### src/rtl/cvbs_pkg.sv
// Shared constants, phase encodings and the output clip helper for the
// cvbs_mod4 composite-video modulator.
package cvbs_pkg;

    localparam int BLANK_LV  = 128;
    localparam int SYNC_LV   = 25;
    localparam int BURST_AMP = 44;
    localparam int BURST_PAL = 31;

    typedef enum logic [1:0] {
        PH_U  = 2'd0,
        PH_V  = 2'd1,
        PH_NU = 2'd2,
        PH_NV = 2'd3
    } ph_e;

    // Saturate a signed sum into the unsigned range [0, 2^ow-1].
    function automatic int clip_sum(input int s, input int ow);
        int mx;
        mx = (1 << ow) - 1;
        if (s < 0) return 0;
        if (s > mx) return mx;
        return s;
    endfunction

endpackage

### src/rtl/cvbs_mod4_chroma.sv
// Combinational chroma axis select: burst/PAL V-switch, most-negative
// saturation and per-phase negation of the U/V axes.
module cvbs_mod4_chroma #(
    parameter int CW        = 8,
    parameter int BURST_AMP = cvbs_pkg::BURST_AMP,
    parameter int BURST_PAL = cvbs_pkg::BURST_PAL
) (
    input  cvbs_pkg::ph_e         ph,
    input  logic [CW-1:0]         uu,
    input  logic [CW-1:0]         vv,
    input  logic                  burst,
    input  logic                  blank,
    input  logic                  xsync_n,
    input  logic                  pal,
    input  logic                  line,
    output logic signed [CW:0]    chroma
);
    import cvbs_pkg::*;

    localparam logic signed [CW-1:0] MOST_NEG = {1'b1, {(CW-1){1'b0}}};
    localparam logic signed [CW:0]   POS_MAX  = (CW+1)'(2**(CW-1) - 1);
    localparam logic signed [CW:0]   B_NTSC   = (CW+1)'(BURST_AMP);
    localparam logic signed [CW:0]   B_PAL    = (CW+1)'(BURST_PAL);

    function automatic logic signed [CW:0] sat_ext(input logic signed [CW-1:0] x);
        return (x == MOST_NEG) ? -POS_MAX : (CW+1)'(x);
    endfunction

    logic signed [CW:0] u_ax;
    logic signed [CW:0] v_ax;

    always_comb begin
        u_ax = sat_ext(uu);
        v_ax = sat_ext(vv);
        if (pal && line) v_ax = -v_ax;
        if (burst) begin
            u_ax = pal ? -B_PAL : -B_NTSC;
            v_ax = !pal ? '0 : (line ? -B_PAL : B_PAL);
        end
        case (ph)
            PH_U:    chroma = u_ax;
            PH_V:    chroma = v_ax;
            PH_NU:   chroma = -u_ax;
            default: chroma = -v_ax;
        endcase
        if (!xsync_n || (blank && !burst)) chroma = '0;
    end

endmodule

### src/rtl/cvbs_mod4.sv
// 4fsc composite-video modulator, two-stage pipeline with clipped output.
// PAL line alternation is built only when CVBS_MOD4_PAL_EN is defined.
module cvbs_mod4 #(
    parameter int YW        = 8,
    parameter int CW        = 8,
    parameter int OW        = 9,
    parameter int BLANK_LV  = cvbs_pkg::BLANK_LV,
    parameter int SYNC_LV   = cvbs_pkg::SYNC_LV,
    parameter int BURST_AMP = cvbs_pkg::BURST_AMP,
    parameter int BURST_PAL = cvbs_pkg::BURST_PAL
) (
    input  logic          CK_i,
    input  logic          XAR_i,
    input  logic          CK_EE_i,
    input  logic          XR_i,
    input  logic [YW-1:0] YYs_i,
    input  logic [CW-1:0] UUs_i,
    input  logic [CW-1:0] VVs_i,
    input  logic          BURST_i,
    input  logic          BLANK_i,
    input  logic          XSYNC_i,
    input  logic          PAL_i,
    output logic [OW-1:0] VIDEOs_o,
    output logic [1:0]    PHs_o
);
    import cvbs_pkg::*;

    logic [1:0]           ph;
    logic signed [CW:0]   chroma_sel;
    logic signed [CW:0]   chroma_s1;
    logic signed [OW+1:0] luma_d;
    logic signed [OW+1:0] luma_s1;
    logic signed [OW+1:0] sum;
    logic [OW-1:0]        video_d;
    logic [OW-1:0]        video_q;
    logic                 pal_eff;
    logic                 line_eff;

`ifdef CVBS_MOD4_PAL_EN
    logic xsync_q;
    logic line_q;

    always_ff @(posedge CK_i or negedge XAR_i) begin
        if (!XAR_i) begin
            xsync_q <= 1'b1;
            line_q  <= 1'b0;
        end else if (CK_EE_i) begin
            xsync_q <= XSYNC_i;
            if (!XR_i)
                line_q <= 1'b0;
            else if (xsync_q && !XSYNC_i)
                line_q <= ~line_q;
        end
    end

    assign pal_eff  = PAL_i;
    assign line_eff = line_q;
`else
    logic unused_pal;
    assign unused_pal = PAL_i;
    assign pal_eff    = 1'b0;
    assign line_eff   = 1'b0;
`endif

    cvbs_mod4_chroma #(
        .CW        (CW),
        .BURST_AMP (BURST_AMP),
        .BURST_PAL (BURST_PAL)
    ) u_chroma (
        .ph      (ph_e'(ph)),
        .uu      (UUs_i),
        .vv      (VVs_i),
        .burst   (BURST_i),
        .blank   (BLANK_i),
        .xsync_n (XSYNC_i),
        .pal     (pal_eff),
        .line    (line_eff),
        .chroma  (chroma_sel)
    );

    always_comb begin
        if (!XSYNC_i)
            luma_d = (OW+2)'(SYNC_LV);
        else if (BLANK_i || BURST_i)
            luma_d = (OW+2)'(BLANK_LV);
        else
            luma_d = (OW+2)'(BLANK_LV) + (OW+2)'(YYs_i);
    end

    // Chroma is sign-extended into the OW+2 bit sum before clipping.
    assign sum     = luma_s1 + (OW+2)'(chroma_s1);
    assign video_d = OW'(clip_sum(int'(sum), OW));

    always_ff @(posedge CK_i or negedge XAR_i) begin
        if (!XAR_i) begin
            ph        <= 2'd0;
            luma_s1   <= (OW+2)'(BLANK_LV);
            chroma_s1 <= '0;
            video_q   <= OW'(BLANK_LV);
        end else if (CK_EE_i) begin
            if (!XR_i) begin
                ph        <= 2'd0;
                luma_s1   <= (OW+2)'(BLANK_LV);
                chroma_s1 <= '0;
                video_q   <= OW'(BLANK_LV);
            end else begin
                ph        <= ph + 2'd1;
                luma_s1   <= luma_d;
                chroma_s1 <= chroma_sel;
                video_q   <= video_d;
            end
        end
    end

    assign VIDEOs_o = video_q;
    assign PHs_o    = ph;

endmodule

### config.mk
export PLATFORM = sky130hd
export DESIGN_NAME = cvbs_mod4
export DESIGN_NICKNAME = d
export VERILOG_FILES = /design/src/rtl/cvbs_pkg.sv /design/src/rtl/cvbs_mod4_chroma.sv /design/src/rtl/cvbs_mod4.sv
export SDC_FILE = /design/constraint.sdc
export NUM_CORES = 1
export LEC_CHECK = 0
export CORE_MARGIN = 2
export CORE_UTILIZATION = 45
export CTS_CLUSTER_DIAMETER = 40
export DETAILED_ROUTE_END_ITERATION = 8
export GPL_TIMING_DRIVEN = 0
export PLACE_DENSITY = 0.68
export SYNTH_ARGS = -nofsm -noshare
export SYNTH_HDL_FRONTEND = slang
export SYNTH_HIERARCHICAL = 1
export SYNTH_SLANG_ARGS = --single-unit
### constraint.sdc
create_clock -name CK_i -period 5.1 [get_ports CK_i]
set_input_delay 1.275 -clock CK_i [delete_from_list [all_inputs] [get_ports CK_i]]
set_output_delay 1.275 -clock CK_i [all_outputs]
set_load 0.02 [all_outputs]
==> impl_metrics.toml <==
[setup_path]
reg2reg_slack_ns = 2.61
critical_path.cell_chain = "clkdlybuf4s50_1 > buf_2 > buf_2 > buf_1 > a311oi_1 > or2_2 > ha_1 > or4b_1 > o21ai_1 > a21oi_1 > a31oi_1 > or4b_1 > nand3_1 > nand3_1 > o21ai_0"
crit_arrival_ns = 5.07
critPathBufInv = 4
cp_top_family = "simple AND/OR/NAND/NOR gates"
critPathCaptureType = "flop"
cp.required_ns = 5.31
worst-path-max-fanout = 10
cp-start-kind = "input pin"
critPathKind = "input pin to flop"
crit_slowest_cell = "clkdlybuf4s50_1"
cp_slowest_stage_delay_ns = 0.54

[sta]
slew_violations = 0
fin_crit_sh_pct = 95.3
setup_viol_count_final = 0
relSlewSlack_pct = 55.9
rsz0062_at_grt = "false"
skew_ns = 0.00276
finalHoldViolCount = 0
min_period_ns = 4.86
fmax_ghz = 0.206
tightestPinTransition_ns = 0.645
setup_tns_ns = 0

[cells_and_area]
most-common-layout-cells = "37 x clkdlybuf4s50_1, 35 x a21oi_1, 27 x dfrtp_1, 27 x nor2_1, 22 x o21ai_0"
layout-drive-gt1-share_pct = 9.62
diodes = 0
syn_to_final_growth_pct = 20.4
final_common_cell = "clkdlybuf4s50_1"
nets = 461
n_fill_cell = 617

[synth]
synth_top_area_share_pct = 23.1
synth_edf_count = 0
syn_area_sq_um = 2920
synth_flop_cell = "dfrtp_1"
yosys_warnings = 6
synth_area_per_cell_sq_um = 8.12
ys_seq_area_share_pct = 24.9
yosysUniqueCellTypes = 83
synth.largest_area_cell = "dfrtp_1"
syn_inst = 360
async_flop_share_pct = 100
synth_area_leaders = "dfrtp_1 23%, a21oi_1 6.0%, ha_1 5.6%"
synth-seq-cells = 29

[drt]
num_vias = 2970
avgViaCountPerCell = 6.02
drc = 0
ant_nets = 0
routed_wl_mm = 7.80
drt_iter0_drc = 135
routedWlPerCell_um = 15.8
first_pass_iters = 5

[power_and_ir_drop]
p_seq_share_pct = 36.4
power.density_nw_per_um2 = 207
leakagePower_nw = 1.43
p_int_mw = 0.463
ir_worst_vdd_v = 0.000203
p_sw_mw = 0.267
switching_share_pct = 36.6
p_total_mw = 0.730
p_comb_share_pct = 38.0
p_clk_share_pct = 25.5

[min_path]
hold_class = "flop to flop"

[cts]
post_cts.repair.setup_buffers = 0
post_cts_resized = 0
clk_path_buf_depth = 2
cts_root_buf = "clkbuf_8"
worst_skew_pair.late_latency_ns = 0.29
cts_hold_buf = 0
cts.sinks = 29
numCtsBuffers = 5
cts_tree = "yes"
htreeDepth = 2
cts.reportedPaths.clkPinSlew_ns = 0.06

[global_routing]
track_usage_pct = 22.6
antenna_found_initial = 0
overflow = 0
grt_first_pass_wirelength_mm = 13.2
grt_start_max_net_pins = 30
grt_pass1_vias = 2733

[floorplan]
coreArea_sq_um = 6310
pin_count = 43
initial_core_util_pct = 46.3
rows = 29
die_w_um = 84.6
die_area_sq_um = 7160
fp.dieH_um = 84.6

[flow_run]
drv_cap = 0

[placement]
dp_hpwl_mm = 6.13
routabilityCongestion = 0.915
numPortBuffers = 38

[run_status]
status = "finished clean"
-- sequential cells by signal, indices dropped and copies added (netlist names) --
register   flops
PHs_o          2
VIDEOs_o       9
chroma_s1      9
luma_s1        9
-- cell type report --
cell class | count | area [sq um] | share of cell area, %
Timing Repair Buffer | 38 | 375 | 10.7
Multi-Input combinational cell | 300 | 2060 | 58.5
Buffer | 18 | 87.6 | 2.49
Clock inverter | 3 | 17.5 | 0.498
Tap cell | 77 | 96.3 | 2.74
Inverter | 23 | 86.3 | 2.45
Clock buffer | 5 | 68.8 | 1.96
Sequential cell | 29 | 728 | 20.7
-- metrics by stage --
step	instance area [sq um]	hold slack, ns	worst slack, ns	utilization (%)	std cells
after floorplan	2960	0.457	1.14	-	370
after global placement	3440	0.468	0.0498	54.5	485
after detailed placement	3440	0.478	0.00695	54.5	485
after CTS	3520	0.492	0.297	55.8	493
after global routing	3520	0.511	0.0215	55.7	493
final	3520	0.490	0.241	55.7	493
-- per-layer routing --
layer | part of all wire [%] | GRT usage (%) | vias up
li1 | - | - | 1460
met4 | 3.1 | 9.81 | 0
met1 | 44 | 28.0 | 1412
met5 | 0 | 0 | -
met2 | 49 | 39.4 | 82
met3 | 4.0 | 2.95 | 16
-- power groups by stage --
stage	logic, mW	registers [mW]	clock network (mW)
6_report	0.278	0.266	0.186
5_1_grt	0.308	0.269	0.201
3_3_place_gp	0.269	0.269	0
4_1_cts	0.274	0.266	0.190
3_5_place_dp	0.273	0.270	0
2_1_floorplan	0.174	0.276	0
-- logic make-up after synthesis --
family / count (synthesis) / synth area share [%]
compound gates: 140 / 34.0
simple gates: 118 / 23.3
buf+inv: 41 / 5.95
flops: 29 / 24.9
fa+ha+maj: 14 / 6.25
xor+xnor: 10 / 3.00
mux: 7 / 2.44
other cells: 1 / 0.128
-- path summary, 6_finish.rpt --
kind,startpoint,end,cells after the start
hold / removal,luma_s1[4],luma_s1[4],1
hold reg to reg,luma_s1[4],luma_s1[4],1
max in group asynchronous,XAR_i,VIDEOs_o[1],1
setup / recovery,BURST_i,chroma_s1[6],15
min in group asynchronous,XAR_i,VIDEOs_o[8],1
setup reg to reg,chroma_s1[0],VIDEOs_o[3],8
-- cell usage after synthesis (4+ instances only) --
cell      instances
a21oi_1          35
dfrtp_1          27
nor2_1           27
o21ai_0          22
inv_1            21
nand2_1          21
nand3_1          14
ha_1             13
a211oi_1         11
clkbuf_1         10
xnor2_1           9
a21o_1            7
nand2b_1          7
mux2i_1           6
nor3_1            6
o211ai_1          6
o21ai_1           5
or4b_1            5
a22o_1            4
buf_2             4
o21a_1            4
Power figures use the tool's default switching activity.
==> RTL change 1: new RTL, same flow settings <==
Set the parameter `YW` to 9 (it was 8).
--- a/src/rtl/cvbs_mod4.sv
+++ b/src/rtl/cvbs_mod4.sv
@@ -2,5 +2,5 @@
 // PAL line alternation is built only when CVBS_MOD4_PAL_EN is defined.
 module cvbs_mod4 #(
-    parameter int YW        = 8,
+    parameter int YW        = 9,
     parameter int CW        = 8,
     parameter int OW        = 9,
Interface: changed (resized YYs_i); port bits go from 43 to 44. No check against the original RTL was run, so the function may have changed too.
==> RTL change 1 against the unedited design <==
- setup slack better by 0.046 ns
- clock skew grew 0.0039 ns
- routed wire length is 0.81% higher
- sequential power up 5%
- sequential cell count rose by 1
- power is 21% higher
- cell count shrank 3.0%
- core utilization grew 0.70 points
- design area rose by 0.68%
- critical endpoint unchanged
- critical path depth unchanged
- via count fell by 2.3%
- area after synthesis shrank 1.7%
- highest routed layer unchanged
- register-to-register slack improved by 0.03 ns
==> RTL change 1: results (changes against the unedited design) <==
[yosys]
synth.area.top_cells = dfrtp_1 (24%), ha_1 (6.1%), nor2_1 (4.4%)
yosys_warnings = 6  ; unchanged
async_flop_share = 1.00  ; unchanged
synth_cell_type_count = 82  ; -1.2%
ys_seq_area_frac = 0.262  ; +0.0129
synth.top_cells.by_count = nor2_1 (34), dfrtp_1 (28), o21ai_0 (21)

[detailed_routing]
drt-total-wl_mm = 7.86  ; +0.81%
viasPerCell = 6.07  ; +0.74%
drt_iter0_drc = 201  ; +49%
dr.pass1.iters = 5  ; unchanged

[worst_setup_path]
rr_startpoint = chroma_s1[0]
arrival_ns = 5.02  ; -0.05 ns
crit_fanout = 10  ; unchanged
crit_path_start = BURST_i

[power]
intPower_mw = 0.601  ; +30%
p_leak_nw = 1.46  ; +1.8%
vdd_ir_drop_max_uv = 167  ; -18%

[timing]
finalHoldViolCount = 0  ; unchanged
clock_skew_ns = 0.00665  ; +0.00389 ns
slew_headroom = 0.480  ; -0.0793

[clock_network]
cts_root_buf = clkbuf_8
cts_made_buffers = 5  ; unchanged
clkLatencyLatePin_ns = 0.29  ; about the same
cts_setup_buffers = 0  ; unchanged
cts_max_level = 2  ; unchanged
clock_path_buffers = 2  ; unchanged
clkTransAtPathRegs_ns = 0.07

[hold_path]
hp-start = VIDEOs_o[2]
hold_class = reg2reg

[global_routing]
overflow = 0  ; unchanged
antenna_found_initial = 0  ; unchanged
grt_pass1_wl_mm = 13.0  ; -1.5%
grt_max_degree = 31  ; +3.3%
grt_pass1_vias = 2649  ; -3.1%
grt_usage = 0.226  ; -0.000351

[placed_design]
pre_cts_slack_ns = 0.0186  ; +0.0116 ns
portBuffers = 39  ; +2.6%
place.gp.congestion = 0.914  ; about the same
dp_hpwl_mm = 5.89  ; -4.0%

[final_layout]
largest_register_ffs = 10
layout.nets = 448  ; -2.8%
diodes = 0  ; unchanged
drive_gt1_frac = 0.102  ; +0.00609
regMostFlops = luma_s1

[status]
run_status = finished, final reports clean

[RTL change 1: cells by family (layout without fill, tap and decap cells)]
group / count (synthesis) / count (layout) / synth area share
xor gates and xnor gates: 13 / 13 / 0.0422
adders and majority gates: 15 / 15 / 0.0679
AOI/OAI and AO/OA: 119 / 119 / 0.302
and+or+nand+nor: 119 / 119 / 0.231
buffers and inverters: 40 / 87 / 0.0683
other: 1 / 11 / 0.00130
muxes: 7 / 7 / 0.0248
DFF: 30 / 30 / 0.262
[RTL change 1: repair_timing]
item	CTS	global route
gates resized for setup	0	1
setup endpoints to repair	0	1
hold endpoints to repair	0	0
[RTL change 1: power by group through the flow]
stage               registers, mW  clock network [mW]  logic, mW
floorplan                   0.294                   0      0.178
global placement            0.284                   0      0.290
detailed placement          0.284                   0      0.293
CTS                         0.280               0.307      0.296
global route                0.283               0.316      0.332
finish                      0.280               0.303      0.302
[RTL change 1: critical path: stages]
cell             delay, ns
clkdlybuf4s50_1       0.50
buf_2                 0.23
buf_2                 0.22
buf_1                 0.29
a311oi_2              0.33
or2_2                 0.18
ha_1                  0.21
or4b_1                0.47
o21ai_1               0.13
a21oi_1               0.09
a31oi_1               0.32
or4b_1                0.47
nand3_1               0.11
inv_1                 0.05
o2bb2ai_1             0.13
[RTL change 1: final cells by class]
type / count / area [um2]
Fill cell: 598 / 2730
Multi-Input combinational cell: 284 / 1970
Sequential cell: 30 / 753
Timing Repair Buffer: 39 / 385
Buffer: 18 / 114
Tap cell: 77 / 96.3
Clock buffer: 6 / 82.6
Inverter: 22 / 82.6
Clock inverter: 2 / 60.1
[RTL change 1: final timing paths]
check                               end  slack, ns  cells after the start
min in group asynchronous  chroma_s1[0]       1.02                      1
hold reg to reg             VIDEOs_o[2]       0.48                      1
hold / removal              VIDEOs_o[2]       0.48                      1
max in group asynchronous    luma_s1[6]       3.62                      1
setup reg to reg            VIDEOs_o[8]       2.64                      8
setup / recovery           chroma_s1[6]       0.29                     15
[RTL change 1: routing by layer]
layer	GRT usage	vias to the layer above	wire, um
li1	-	1410	-
met1	0.335	1374	3900
met2	0.348	106	3450
met3	0.0386	11	425
met4	0.0455	0	91
met5	0	-	0
[RTL change 1: metrics by stage]
step,instances,cell area [um2]
floorplan,354,2910
CTS,478,3540
finish,478,3540
detailed placement,470,3400
global route,478,3540
global placement,470,3400
==> RTL change 2: new RTL, same flow settings <==
Made on the original files. Remove the case item `PH_NU` of the case on `ph`.
--- a/src/rtl/cvbs_mod4_chroma.sv
+++ b/src/rtl/cvbs_mod4_chroma.sv
@@ -41,5 +41,4 @@
             PH_U:    chroma = u_ax;
             PH_V:    chroma = v_ax;
-            PH_NU:   chroma = -u_ax;
             default: chroma = -v_ax;
         endcase
Formal check against the unedited RTL: not equivalent (Yosys sat finds a counterexample within 10 cycles, from zero or initial values).
==> RTL change 2 against the unedited design <==
- fmax is 17% higher
- register-to-register slack better by 0.02 ns
- routed wire length is 19% lower
- area after synthesis is 14% lower
- setup slack better by 0.69 ns
- largest cell class unchanged
- highest routed layer unchanged
- core utilization is 1.6 points higher
- sequential cell count stayed put
- power is 0.94% higher
- design area is 11% lower
- count of clock-buffer cells in the layout is 2 higher
- die area is 13% lower
- sequential share of layout area is 2.5 points higher
==> RTL change 2: results (changes against the unedited design) <==
[power]
seq_power_mw = 0.267  ; about the same
powerDensity_nw_per_um2 = 235  ; +13%
comb_power_mw = 0.225  ; -19%
power.total_mw = 0.737  ; +0.94%

[yosys]
ys_seq_area_frac = 0.288  ; +0.0392
muxShareOfSynthArea = 0.00792  ; -0.0165
synth_compound_area_frac = 0.342  ; +0.00157
synth_fa_ha_area_frac = 0.0674  ; +0.00489

[worst_setup_path]
r2r_slack_ns = 2.63  ; +0.02 ns
arrival_ns = 4.32  ; -0.75 ns
worst_path_largest_cell_delay_ns = 0.52  ; -0.02 ns
r2r-end = VIDEOs_o[6]
cp_top_family = buffers and inverters

[placed_design]
dp_hpwl_mm = 4.94  ; -19%
pre_cts_slack_ns = 0.655  ; +0.648 ns
place.gp.congestion = 0.845  ; -7.6%
placed_cell_area_um2 = 3030  ; -12%
dp_cells = 421  ; -13%

[timing]
clock_skew_ns = 0.00878  ; +0.00602 ns

[final_layout]
fillCellCount = 535  ; -13%
nonClkBufAreaFrac = 0.139  ; +0.00762
inverters = 20  ; -13%
layout.nets = 401  ; -13%

[detailed_routing]
drt-total-wl_mm = 6.34  ; -19%
viasPerCell = 5.75  ; -4.5%

[status]
run_status = finished, final reports clean

[floorplanning]
placementRows = 27  ; -6.9%

==> RTL change 2: cell types whose count changed after synthesis, moves of 4 or more <==
cell / before / now
mux2i_1: 6 / 2
a2111oi_0: 1 / 6
or4b_1: 5 / 1
o21ai_0: 22 / 18
a21oi_1: 35 / 30
o211ai_1: 6 / 2
==> RTL change 2: per-layer routing <==
metal	track usage	routed length, um	up-vias
met5	0	0	-
met4	0.0672	101	0
met3	0.0307	196	9
met2	0.406	3300	54
met1	0.250	2740	1158
li1	-	-	1247
==> RTL change 2: how the worst min path moves through the flow <==
stage,startpoint,endpoint,slack (ns),depth (start not counted)
2_1_floorplan,luma_s1[0],luma_s1[0],0.46,1
3_5_place_dp,luma_s1[4],luma_s1[4],0.47,1
3_3_place_gp,luma_s1[3],luma_s1[3],0.47,1
4_1_cts,luma_s1[4],luma_s1[4],0.49,1
5_1_grt,luma_s1[0],luma_s1[0],0.51,1
6_report,luma_s1[4],luma_s1[4],0.48,1
